File: src/rtl/crc_gen_param.sv
// Serial CRC generator: shifts message bits in while active is high, then
// streams the CRC_WIDTH-bit remainder out LSB first with a valid strobe.
module crc_gen_param #(
    parameter int                   CRC_WIDTH = 8,
    parameter logic [CRC_WIDTH-1:0] POLY      = CRC_WIDTH'(8'h44),
    parameter logic [CRC_WIDTH-1:0] SEED      = CRC_WIDTH'(8'hD8)
) (
    input  logic clk,
    input  logic rst,
    input  logic data,
    input  logic active,
    output logic crc,
    output logic valid,
    output logic busy
);

    localparam int CNT_W = $clog2(CRC_WIDTH);
    localparam logic [CNT_W-1:0] LAST = CNT_W'(CRC_WIDTH - 1);

    typedef enum logic [1:0] {
        IDLE = 2'd0,
        CALC = 2'd1,
        OUT  = 2'd2
    } state_t;

    state_t               state, state_next;
    logic [CRC_WIDTH-1:0] r, r_next;
    logic [CNT_W-1:0]     cnt, cnt_next;
    logic                 crc_next, valid_next, busy_next;

    // Feedback enters at the top bit unconditionally, so POLY's top bit is irrelevant.
    function automatic logic [CRC_WIDTH-1:0] step(input logic [CRC_WIDTH-1:0] cur,
                                                  input logic bit_in);
        logic                 fb;
        logic [CRC_WIDTH-1:0] nxt;
        fb  = bit_in ^ cur[0];
        nxt = (cur >> 1) ^ (POLY & {CRC_WIDTH{fb}});
        nxt[CRC_WIDTH-1] = fb;
        return nxt;
    endfunction

    always_ff @(posedge clk or negedge rst) begin
        if (!rst) begin
            state <= IDLE;
            r     <= SEED;
            cnt   <= '0;
            crc   <= 1'b0;
            valid <= 1'b0;
            busy  <= 1'b0;
        end else begin
            state <= state_next;
            r     <= r_next;
            cnt   <= cnt_next;
            crc   <= crc_next;
            valid <= valid_next;
            busy  <= busy_next;
        end
    end

    always_comb begin
        state_next = state;
        r_next     = r;
        cnt_next   = cnt;
        crc_next   = 1'b0;
        valid_next = 1'b0;
        case (state)
            IDLE: begin
                if (active) begin
                    r_next     = step(SEED, data);
                    state_next = CALC;
                end
            end
            CALC: begin
                if (active) begin
                    r_next = step(r, data);
                end else begin
                    state_next = OUT;
                    valid_next = 1'b1;
                    crc_next   = r[0];
                    cnt_next   = '0;
                end
            end
            OUT: begin
                // Inputs are ignored here; the last bit returns to IDLE, never straight to CALC.
                if (cnt == LAST) begin
                    state_next = IDLE;
                    cnt_next   = '0;
                end else begin
                    r_next     = r >> 1;
                    cnt_next   = cnt + CNT_W'(1);
                    crc_next   = r[1];
                    valid_next = 1'b1;
                end
            end
            default: begin
                state_next = IDLE;
                r_next     = SEED;
                cnt_next   = '0;
            end
        endcase
        busy_next = (state_next != IDLE);
    end

endmodule

File: config.mk
export PLATFORM = sky130hd
export DESIGN_NAME = crc_gen_param
export DESIGN_NICKNAME = d
export VERILOG_FILES = /design/src/rtl/crc_gen_param.sv
export SDC_FILE = /design/constraint.sdc
export NUM_CORES = 1
export LEC_CHECK = 0
export BUFFER_PORTS_ARGS = -buffer_cell sky130_fd_sc_hd__buf_2
export CAP_MARGIN = 20
export CORE_MARGIN = 1.5
export CORE_UTILIZATION = 55
export DETAILED_ROUTE_END_ITERATION = 10
export PLACE_DENSITY = 0.84
export REMOVE_ABC_BUFFERS = 1
export SYNTH_ARGS = -nofsm -noshare
export SYNTH_HDL_FRONTEND = slang
export SYNTH_SLANG_ARGS = --single-unit
File: constraint.sdc
create_clock -name clk -period 2.2 [get_ports clk]
set_input_delay 0.33 -clock clk [delete_from_list [all_inputs] [get_ports clk]]
set_output_delay 0.33 -clock clk [all_outputs]
set_load 0.02 [all_outputs]
==> flow_metrics.py <==
metrics = {
    "run_status": {
        "status": "finished, final reports clean",
    },
    "timing": {
        "setup_viol": 0,
        "final.setup.tns_ps": 0,
        "hold_viol_final": 0,
        "period_needed_ps": 1975,
        "timing.final.crit_share_pct": 89.79,
        "relSlewSlack_pct": 61.41,
        "rsz0062_at_grt": "no",
        "max_freq_mhz": 506.2,
        "drv_slew": 0,
        "fin_skew_ps": 0.6838,
        "tightest_slew_ps": 578.8,
    },
    "clocking": {
        "clkLatencyLatePin_ps": 280,
        "post-cts-setup-buffers": 0,
        "cts_buffers": 3,
        "cts_resized": 0,
        "cts_root_buf": "clkbuf_4",
        "cts_buffer_depth": 2,
        "cts_max_level": 1,
        "cts_tree": "yes",
        "cts.sinks": 16,
        "clk_pin_slew_worst_paths_ps": 80,
    },
    "final_layout": {
        "layout_commonest_cell": "nand2_1",
        "drive_above_1_share_pct": 16.67,
        "fill_cells": 128,
        "instances_no_fill": 112,
        "nNetsFinal": 108,
        "diodes": 0,
        "final_cell_mix": "nand2_1, dfrtp_1, o21ai_1",
        "area_growth_pct": 7.670,
    },
    "die": {
        "start_util_pct": 58.07,
        "rows": 14,
        "dieArea_sq_um": 1819,
        "core_sq_um": 1489,
        "die_h_microns": 42.65,
        "ios": 7,
        "dieWidth_microns": 42.65,
    },
    "detailed_routing": {
        "ant_nets": 0,
        "routed_wl_microns": 1570,
        "avgRoutedWirePerCell_microns": 14.02,
        "first_pass_iters": 4,
        "post_drt_via_cell_ratio": 5.857,
        "drc": 0,
        "first_iter_violations": 18,
        "dr_total_vias": 656,
    },
    "synthesis": {
        "synth.top_cell.area_share_pct": 34.73,
        "synth_cell_type_count": 32,
        "syn_area_per_cell_sq_um": 9.714,
        "synthTopCellsByArea": "dfrtp_1, dfstp_2, ha_1",
        "synth-edff-count": 0,
        "synth_flop_cell": "dfrtp_1",
        "yosysSeqAreaShare_pct": 46.89,
        "synth-async-reset-ratio_pct": 100.0,
        "ys_warn_count": 0,
        "synth_area_sq_um": 864.6,
        "synth_largest_area_cell": "dfrtp_1",
        "synthCells": 89,
        "synth.ff_latch_count": 16,
    },
    "global_routing": {
        "antenna_found_initial": 0,
        "grt_pass1_vias": 615,
        "grt_usage_pct": 20.83,
        "grt.overflow.total": 0,
        "grt_pass1_wl_microns": 2794,
        "grt_max_degree": 17,
    },
    "setup_path": {
        "endpoint_kind": "register",
        "rr_worst_depth": 6,
        "start_kind": "register",
        "arrival_ps": 2170,
        "crit_type": "reg -> reg",
        "critPathMaxFanout": 16,
        "cp.required_ps": 2390,
        "r2r_setup_slack_ps": 220,
        "r2r-start": "state[0]",
        "rr_endpoint": "r[6]",
    },
    "power": {
        "peakVddDrop_uv": 735.0,
        "clockPowerShare_pct": 11.8,
        "switching_share_pct": 41.41,
        "leakage_nw": 0.4157,
        "fin_total_pwr_mw": 1.247,
        "p_comb_share_pct": 46.7,
        "seq_power_share_pct": 41.4,
        "intPower_mw": 0.7308,
        "p_sw_mw": 0.5165,
        "p_per_area_nw_per_um2": 1340,
    },
    "job": {
        "cap_violations": 0,
    },
    "min_path": {
        "min_path_type": "in -> reg",
        "min_path_cells": 3,
        "hold_end": "r[7]",
        "min-delay-start": "data",
    },
    "place": {
        "place_congestion": 0.8163,
        "portBuffers": 6,
        "hpwl_microns": 1112,
        "place_inst": 108,
    },
}
power groups by stage:
stage / clock network, mW / logic, mW / registers, mW
global route: 0.160 / 0.659 / 0.533
detailed placement: 0 / 0.576 / 0.520
CTS: 0.152 / 0.587 / 0.517
finish: 0.148 / 0.583 / 0.517
global placement: 0 / 0.552 / 0.516
floorplan: 0 / 0.424 / 0.528
synthesized netlist by cell type (2+ instances only):
cell and n:
nand2_1 15, dfrtp_1 12, o21ai_1 7, ha_1 6, o21ai_0 5, a21oi_1 4
dfstp_2 4, inv_1 4, nor2b_1 4, nor2_1 3, a211oi_1 2, a221oi_1 2
or2_1 2
stage by stage:
stage	worst slack (ps)	utilization [%]	area [sq um]	hold slack (ps)
2_1_floorplan	607.2	-	848.3	34.41
3_3_place_gp	454.5	60.34	898.4	257.5
5_1_grt	14.74	62.52	930.9	450.2
3_5_place_dp	312.9	60.34	898.4	262.1
4_1_cts	223.2	62.52	930.9	427.1
6_report	224.7	62.52	930.9	431.9
how the worst max path moves through the flow:
| stage | end | slack [ps] | depth (start not counted) | start |
|---|---|---|---|---|
| final | r[6] | 220 | 6 | state[0] |
| after CTS | r[6] | 220 | 6 | state[0] |
| after global routing | r[6] | 10 | 6 | state[1] |
| after floorplan | r[6] | 610 | 6 | state[1] |
| after global placement | r[6] | 450 | 6 | state[1] |
| after detailed placement | r[6] | 310 | 6 | state[0] |
worst max-delay path, cell delays in order (launching register included):
cell and delay [ps]:
dfrtp_1 440, inv_1 120, ha_1 350, nor2_1 90, o21ai_2 480, nor3_1 140
a32oi_1 260
registers in the layout, summed over array words and instances (netlist names):
| signal | flops |
|---|---|
| busy | 1 |
| r | 8 |
| crc | 1 |
| cnt | 3 |
| valid | 1 |
| state | 2 |
layer usage:
layer	routed length [microns]	share of wire, %	vias to the layer above	global-route usage [%]
met5	0	0	-	0
met4	44	2.8	0	11.25
met3	42	2.7	7	2.586
met2	760	48	12	32.73
met1	722	46	312	27.73
li1	-	-	325	-
area by class of cell:
type | instances | area (sq um) | share of cell area (%)
clock buffers | 3 | 22.52 | 2.419
flip-flops and latches | 16 | 405.4 | 43.55
well taps | 16 | 20.02 | 2.151
inverters | 4 | 15.01 | 1.613
multi-input cells | 66 | 427.9 | 45.97
repair buffers | 7 | 40.04 | 4.301
repair_timing:
| item | 4_1_cts | 5_1_grt |
|---|---|---|
| hold buffers | 1 | 0 |
| setup endpoints to repair | 0 | 0 |
| hold endpoints to repair | 12 | 0 |
cells by family after synthesis:
logic type / Yosys count / share of synthesized area (%)
flops: 16 / 46.89
simple gates: 30 / 16.93
xor+xnor: 2 / 2.895
fa+ha+maj: 6 / 8.683
compound gates: 28 / 20.98
buf+inv: 7 / 3.617
Power figures use the tool's default switching activity.
